<file path="src/rtl/md5_pkg.sv">
`default_nettype none
// +---------------------------------------------------------------------------+
// | md5_pkg : shared MD5 constants, step tables and helper functions          |
// | Rev 1.0 : initial release                                                 |
// +---------------------------------------------------------------------------+
package md5_pkg;

   typedef enum logic [1:0] {
      RND_F = 2'd0,
      RND_G = 2'd1,
      RND_H = 2'd2,
      RND_I = 2'd3
   } md5_round_e;

   // 19-byte message: 0x80 marker, zero fill, then the 152-bit length at byte 56 of the block
   localparam logic [359:0] MSG_PAD_19 = {8'h80, 288'h0, 8'h98, 56'h0};

   localparam logic [31:0] K [0:63] = '{
      32'hd76aa478, 32'he8c7b756, 32'h242070db, 32'hc1bdceee,
      32'hf57c0faf, 32'h4787c62a, 32'ha8304613, 32'hfd469501,
      32'h698098d8, 32'h8b44f7af, 32'hffff5bb1, 32'h895cd7be,
      32'h6b901122, 32'hfd987193, 32'ha679438e, 32'h49b40821,
      32'hf61e2562, 32'hc040b340, 32'h265e5a51, 32'he9b6c7aa,
      32'hd62f105d, 32'h02441453, 32'hd8a1e681, 32'he7d3fbc8,
      32'h21e1cde6, 32'hc33707d6, 32'hf4d50d87, 32'h455a14ed,
      32'ha9e3e905, 32'hfcefa3f8, 32'h676f02d9, 32'h8d2a4c8a,
      32'hfffa3942, 32'h8771f681, 32'h6d9d6122, 32'hfde5380c,
      32'ha4beea44, 32'h4bdecfa9, 32'hf6bb4b60, 32'hbebfbc70,
      32'h289b7ec6, 32'heaa127fa, 32'hd4ef3085, 32'h04881d05,
      32'hd9d4d039, 32'he6db99e5, 32'h1fa27cf8, 32'hc4ac5665,
      32'hf4292244, 32'h432aff97, 32'hab9423a7, 32'hfc93a039,
      32'h655b59c3, 32'h8f0ccc92, 32'hffeff47d, 32'h85845dd1,
      32'h6fa87e4f, 32'hfe2ce6e0, 32'ha3014314, 32'h4e0811a1,
      32'hf7537e82, 32'hbd3af235, 32'h2ad7d2bb, 32'heb86d391
   };

   localparam int unsigned S [0:63] = '{
      7, 12, 17, 22,  7, 12, 17, 22,  7, 12, 17, 22,  7, 12, 17, 22,
      5,  9, 14, 20,  5,  9, 14, 20,  5,  9, 14, 20,  5,  9, 14, 20,
      4, 11, 16, 23,  4, 11, 16, 23,  4, 11, 16, 23,  4, 11, 16, 23,
      6, 10, 15, 21,  6, 10, 15, 21,  6, 10, 15, 21,  6, 10, 15, 21
   };

   function automatic md5_round_e md5_round(input int unsigned idx);
      if (idx < 16)      return RND_F;
      else if (idx < 32) return RND_G;
      else if (idx < 48) return RND_H;
      else               return RND_I;
   endfunction

   function automatic int unsigned md5_g(input int unsigned idx);
      if (idx < 16)      return idx;
      else if (idx < 32) return (5 * idx + 1) % 16;
      else if (idx < 48) return (3 * idx + 5) % 16;
      else               return (7 * idx) % 16;
   endfunction

   function automatic logic [31:0] md5_bswap(input logic [31:0] w);
      return {w[7:0], w[15:8], w[23:16], w[31:24]};
   endfunction

endpackage
`default_nettype wire

</file>
<file path="src/rtl/md5_round_func.sv">
`default_nettype none
// +---------------------------------------------------------------------------+
// | md5_round_func : MD5 round function F/G/H/I chosen at elaboration         |
// | Rev 1.0 : initial release                                                 |
// +---------------------------------------------------------------------------+
module md5_round_func
   import md5_pkg::*;
#(
   parameter int unsigned index = 0
) (
   input  logic [31:0] b_i,
   input  logic [31:0] c_i,
   input  logic [31:0] d_i,
   output logic [31:0] f_o
);

   localparam md5_round_e RND = md5_round(index);

   generate
      if (RND == RND_F) begin : g_rnd_f
         assign f_o = (b_i & c_i) | (~b_i & d_i);
      end else if (RND == RND_G) begin : g_rnd_g
         assign f_o = (d_i & b_i) | (~d_i & c_i);
      end else if (RND == RND_H) begin : g_rnd_h
         assign f_o = b_i ^ c_i ^ d_i;
      end else begin : g_rnd_i
         assign f_o = c_i ^ (b_i | ~d_i);
      end
   endgenerate

endmodule
`default_nettype wire

</file>
<file path="src/rtl/md5_hash_op.sv">
`default_nettype none
// +---------------------------------------------------------------------------+
// | md5_hash_op : one registered MD5 compression step with clock-enable stall |
// | Rev 1.0 : initial release                                                 |
// +---------------------------------------------------------------------------+
module md5_hash_op
   import md5_pkg::*;
#(
   parameter int unsigned    index   = 0,
   parameter int unsigned    s       = 7,
   parameter logic [31:0]    k       = 32'hd76aa478,
   parameter logic [359:0]   msg_pad = MSG_PAD_19
) (
   input  logic           clk_12mhz,
   input  logic           reset,
   input  logic           en,
   input  logic [31:0]    a,
   input  logic [31:0]    b,
   input  logic [31:0]    c,
   input  logic [31:0]    d,
   input  logic [151:0]   m_in,
   input  logic           valid_in,
   output logic [31:0]    a_out,
   output logic [31:0]    b_out,
   output logic [31:0]    c_out,
   output logic [31:0]    d_out,
   output logic           valid_out
);

   localparam int unsigned G_IDX = md5_g(index);
   localparam int unsigned S_REV = 32 - s;

   logic [511:0] w_block;
   logic [31:0]  w_word;
   logic [31:0]  w_f;
   logic [31:0]  w_t;
   logic [31:0]  w_rot;
   logic         w_unused_block;

   logic [31:0]  a_q, b_q, c_q, d_q;
   logic [31:0]  a_d, b_d, c_d, d_d;
   logic         valid_q;

   assign w_block = {m_in, msg_pad};
   // Only one message word feeds this step; the rest of the block is intentionally dropped
   assign w_unused_block = ^w_block;
   assign w_word = md5_bswap(w_block[511 - 32 * G_IDX -: 32]);

   md5_round_func #(
      .index (index)
   ) u_round_func (
      .b_i (b),
      .c_i (c),
      .d_i (d),
      .f_o (w_f)
   );

   assign w_t   = a + w_f + k + w_word;
   assign w_rot = (w_t << s) | (w_t >> S_REV);

   always_comb begin
      a_d = d;
      b_d = b + w_rot;
      c_d = b;
      d_d = c;
   end

   always_ff @(posedge clk_12mhz) begin
      if (reset) begin
         a_q     <= 32'h0;
         b_q     <= 32'h0;
         c_q     <= 32'h0;
         d_q     <= 32'h0;
         valid_q <= 1'b0;
      end else if (en) begin
         a_q     <= a_d;
         b_q     <= b_d;
         c_q     <= c_d;
         d_q     <= d_d;
         valid_q <= valid_in;
      end
   end

   assign a_out     = a_q;
   assign b_out     = b_q;
   assign c_out     = c_q;
   assign d_out     = d_q;
   assign valid_out = valid_q;

endmodule
`default_nettype wire

</file>
<file path="config.mk">
export PLATFORM = sky130hd
export DESIGN_NAME = md5_hash_op
export DESIGN_NICKNAME = d
export VERILOG_FILES = /design/src/rtl/md5_pkg.sv /design/src/rtl/md5_round_func.sv /design/src/rtl/md5_hash_op.sv
export SDC_FILE = /design/constraint.sdc
export NUM_CORES = 1
export LEC_CHECK = 0
export CORE_AREA = 2 2 163 165
export DETAILED_ROUTE_END_ITERATION = 10
export DIE_AREA = 0 0 165 167
export GPL_TIMING_DRIVEN = 0
export PLACE_DENSITY_LB_ADDON = 0.3
export SYNTH_ARGS = -nofsm -noshare
export SYNTH_HDL_FRONTEND = slang
export SYNTH_SLANG_ARGS = --single-unit
export TNS_END_PERCENT = 100
</file>
<file path="constraint.sdc">
create_clock -name clk_12mhz -period 10.3 [get_ports clk_12mhz]
set_input_delay 2.575 -clock clk_12mhz [delete_from_list [all_inputs] [get_ports clk_12mhz]]
set_output_delay 2.575 -clock clk_12mhz [all_outputs]
set_load 0.03 [all_outputs]
</file>
Word-level counts from Yosys, hierarchy flattened
Cells that the tools add are included.

word-level totals
  output and inout bits = 129
  bits in registers = 129
  bits of input ports = 284
  word-level logic and storage cells = 14

operators by class
  bitwise logic cells = 5
  add/subtract/negate cells = 4

operator list
  cell                    count
  $add 32x32->32          3
  $and 32x32->32          2
  $add 32x32->32 const B  1
  $not 32->32             1
  $or 32x32->32           1
  $or 32x7->32            1

Longest topological paths before layout
  depth in word-level cells = 8
  depth in mapped cells = 26
  mapped depth without buffers = 26

Cells and area by module
Synthesis repeated with hierarchy kept, for this count alone.

unflattened totals
  cells, all modules = 1,097
  area, all modules = 9,645.5 µm²

by module, submodules not included
  module          area each (µm²)  instances  seq. area each (µm²)  cells an instance
  md5_hash_op     9,165.0          1          2,582.5               1,065
  md5_round_func  480.5            1          0.0                   32

Worst setup path after synthesis
Ideal clock, no wire load.

  kind = input to register
  start point = input port b[1]
  end point = register b_q[25] (netlist: b_out[25])
  path buffers = 0
  arrival = 7.369 ns
  stages on the path = 23
  required time = 10.173 ns
  path slack = 2.804 ns
  library setup time = 0.127 ns
  cells stage by stage = mux2_2 -> fa_1 -> ha_1 -> ha_1 -> inv_1 -> fa_1 -> nor2b_1 -> o31a_1 -> o21ai_1 -> a31oi_1 -> o21ai_1 -> o21ai_1 -> xor2_1 -> ha_1 -> a211oi_1 -> o21ai_1 -> a21o_1 -> a311o_2 -> a31o_4 -> a31oi_4 -> o22ai_1 -> mux2i_1 -> o21ai_1

on the way
  word-level cells in the longest chain between the ends = 8
  elaborated cells between the ends (all ways) = 9
  those cells by class = add/sub: 4; bitwise: 5

RTL lines
  item                          line                  text
  start: declaration            md5_hash_op.sv:18     input logic [31:0] b,
  $not 32->32                   md5_round_func.sv:21  assign f_o = (b_i & c_i) | (~b_i & d_i);
  $and 32x32->32                md5_round_func.sv:21
  $or 32x32->32                 md5_round_func.sv:21
  $add 32x32->32 (3 in series)  md5_hash_op.sv:58     assign w_t = a + w_f + k + w_word;
  $or 32x7->32                  md5_hash_op.sv:59     assign w_rot = (w_t << s) | (w_t >> S_REV);
  $add 32x32->32 *              md5_hash_op.sv:63     b_d = b + w_rot;
  end signal: assignment        md5_hash_op.sv:71     b_q <= 32'h0;
  end signal: assignment        md5_hash_op.sv:77     b_q <= b_d;
  end: declaration              md5_hash_op.sv:40     logic [31:0] a_q, b_q, c_q, d_q;

Every way passes the cells marked *; elsewhere a longest branch is shown, timed or not.
A chain may end at the register's enable or synchronous reset.

Worst setup path after layout
  start point = input port b[2]
  end point = register b_q[28] (netlist: b_out[28])

Same word-level chain as after synthesis.

==> metrics.md <==
| Metric | Value |
|---|---|
| Reg2Reg Setup Slack | `9.56 ns` |
| YS warnings | `0` |
| Vias per cell | `4.88` |
| Crit. End Element | `flip-flop` |
| Grt total ovfl | `0` |
| Crit Reg-Reg Endpoint | `b_out[15]` |
| Critical path class | `input port to flip-flop` |
| Global-route wire length before repair | `44400 um` |
| Max incr delay on CP | `0.61 ns` |
| Final worst slack | `1.38 ns` |
| CTS Buf Count | `17` |
| DRT Pass-1 Iters | `5` |
| Arr. time, crit path | `9.20 ns` |
| Clock sink total | `129` |
| Int Pwr | `1.70 mW` |
| Later-pin clock latency in the skew report | `0.43 ns` |
| Switching Share | `43.0%` |
| Synth top area cells | `dfxtp_1, mux2i_1, ha_1, fa_1, nor2_1` |
| Final setup viols | `0` |
| Die area | `0.0276 sq mm` |
| Sequential power share | `20.2%` |
| Period utilization | `86.6%` |
| Post-synth EDFFs | `0` |
| CTS tree | `yes` |
| Async SR Flop Fraction | `0%` |
| Post-route ant nets | `0` |
| Layout Cells excl Fill | `1707` |
| Max FO, Critical Path | `4` |
| Die width | `165 um` |
| Ports | `413` |
| Critical R2R Launch | `b_out[15]` |
| Cells after synthesis | `1049` |
| Mapped cell area | `0.00921 sq mm` |
| Drc violations | `0` |
| Chip Height | `167 um` |
| Clock-pin slew on the worst setup and hold paths | `0.07 ns` |
| Area of the core | `0.0258 sq mm` |
| Fin. max-slew vios | `0` |
| Hold Fails Final Rpt | `0` |
| #FFs+latches synth | `129` |
| Total power | `2.99 mW` |
| Setup WS pre-CTS | `0.982 ns` |
| Buffer type at the clock tree root | `clkbuf_16` |
| Leading area contributor after synthesis | `dfxtp_1` |
| Relative slew slack | `20.1%` |
| Minimum clock period | `8.92 ns` |
| Clock share of power | `21.0%` |
| Fin nets | `1765` |
| Status | `finished, final reports clean` |
| Max Freq | `0.112 GHz` |
| Yosys cell types | `58` |
| Synth top area share | `28.0%` |
| Worst hold stages | `2` |
| Syn Nets | `1456` |
| Peak supply drop | `0.146 mV` |
| Clock skew | `0 ns` |
| WP data required | `10.57 ns` |
| Final core utilization | `51.0%` |
| Bufs and invs on worst path | `2` |
| Total net switching power | `1.28 mW` |
| PortBufs | `290` |
| Top delay family on crit path | `compound AO/OA/AOI/OAI gates` |
| Worst Hold Class | `flip-flop to flip-flop` |
| Area growth from synthesis to layout | `42.6%` |
| Main flop type after synthesis | `dfxtp_1` |
| Setup_tns | `0 ns` |
| Vias after detailed routing | `8332` |
| Drt total wl | `28900 um` |
| Slowest-stage cell, CP | `clkdlybuf4s50_1` |
| Post-Syn Area per Cell | `8.78 sq um` |
| Post_cts resized | `0` |
| Pin count of the biggest net entering global routing | `17` |
| Clock Path Buffers | `2` |
| Critical path depth | `25` |
| Leak | `6.01 nW` |
| R2R depth | `2` |
| Placed Cells | `1674` |
| Average wire per standard cell | `17.0 um` |
| # rows | `59` |
| MaxCap Viol Count | `0` |
| Number of global-route vias before repair | `8244` |
| Total track usage | `21.0%` |
| H-tree lvl count | `4` |
| RSZ-0062 raised after global routing | `false` |
| Setup crit start kind | `input port` |
| Initial core utilization | `35.8%` |
| Post-CTS setup buffers | `0` |
| Power per standard cell area | `227 mW/mm^2` |
| Post-DP HPWL | `23500 um` |
| Critical path endpoint | `b_out[28]` |
| Initial antenna violation count | `1` |
| Comb pwr share | `58.7%` |
| Share of cells above drive strength 1 | `3.94%` |
| Gpl congestion | `0.859` |
| Origin of the worst setup path | `b[2]` |
| Slew @ Worst Pin | `1.20 ns` |
| # hold bufs at CTS | `0` |
| DR iter-0 viols | `330` |
| Seq/Total Area, Yosys | `28.0%` |
[state kept, by name (all words and copies together), names as in the netlist]
signal,cells
b_out,32
d_out,32
c_out,32
a_out,32
valid_out,1
[layout by cell type, fill, tap and decap left out, types with 3 or more instances in the layout]
cell type	count
a311oi_1	4
a31o_1	4
nor3_1	8
nand2_1	40
nor2b_1	4
fa_1	33
mux2_2	12
xor2_1	10
a21oi_1	43
o21bai_1	6
clkdlybuf4s50_1	290
inv_6	3
a2111oi_0	4
o21ai_1	23
buf_1	14
nand4_1	3
a211oi_1	15
o22ai_1	6
nand3_1	10
and3_1	6
o31ai_1	3
clkbuf_1	25
clkbuf_16	17
a31oi_1	5
mux2i_1	136
nor2_1	150
o21a_1	6
dfxtp_1	129
ha_1	90
clkinv_4	6
o211ai_1	7
inv_1	132
o21ai_0	19
a21o_1	26
nand2b_1	3
xnor2_1	41
[cells in the mapped netlist, drive strengths merged, types with 8 or more instances]
cell type,instances
ha,90
clkbuf,24
xor2,10
mux2i,136
inv,132
nor2,150
a21oi,43
nand3,10
buf,17
o21ai,42
xnor2,41
a21o,27
nor3,8
fa,33
nand2,40
dfxtp,129
mux2,12
and3,8
a211oi,15
[per-stage QoR]
step	hold WS (ns)	instance area (sq um)
2_1_floorplan	0.569	9210
3_3_place_gp	0.438	12500
3_5_place_dp	0.438	12500
4_1_cts	0.449	13100
5_1_grt	0.467	13100
6_report	0.445	13100
[logic make-up after synthesis]
family	count (synthesis)	share of synthesized area (%)
flops	129	28.0
fa+ha+maj	123	19.4
simple gates	236	10.7
xor+xnor	51	4.85
compound gates	188	13.6
buf+inv	174	7.20
mux	148	16.2
[worst reg2reg max path: cells and delay by family (launching register included)]
family | cells | cell delay, ns
buffers and inverters | 1 | 0.04
AOI/OAI and AO/OA | 1 | 0.27
DFF | 1 | 0.33
[layer usage]
| metal | global-route usage [%] | routed length [um] |
|---|---|---|
| met1 | 26.9 | 13200 |
| met2 | 34.8 | 13400 |
| met3 | 4.93 | 1740 |
| met4 | 6.24 | 599 |
| met5 | 0 | 0 |
[how the worst min path moves through the flow]
| stage | start | endpoint | slack [ns] |
|---|---|---|---|
| final | b_out[30] | b_out[30] | 0.45 |
| after CTS | b_out[30] | b_out[30] | 0.45 |
| after global routing | b_out[30] | b_out[30] | 0.47 |
| after floorplan | b_out[21] | b_out[21] | 0.57 |
| after global placement | b_out[30] | b_out[30] | 0.44 |
| after detailed placement | b_out[30] | b_out[30] | 0.44 |
[power groups by stage]
stage,sequential (mW),combinational [mW],clock (mW)
after floorplan,0.743,1.11,0
after global placement,0.611,1.72,0
after detailed placement,0.614,1.74,0
after CTS,0.604,1.75,0.642
after global routing,0.612,1.93,0.658
final,0.604,1.75,0.629
[area by class of cell]
| type | count | area [sq um] |
|---|---|---|
| clock inverter | 13 | 154 |
| timing repair buffer | 290 | 2900 |
| clock buffer | 19 | 443 |
| fill | 2440 | 12600 |
| inverter | 133 | 499 |
| sequential | 129 | 2580 |
| multi-input combinational | 746 | 5970 |
| tap | 335 | 419 |
| antenna | 1 | 2.50 |
| buffer | 41 | 164 |
Power figures use the tool's default switching activity.
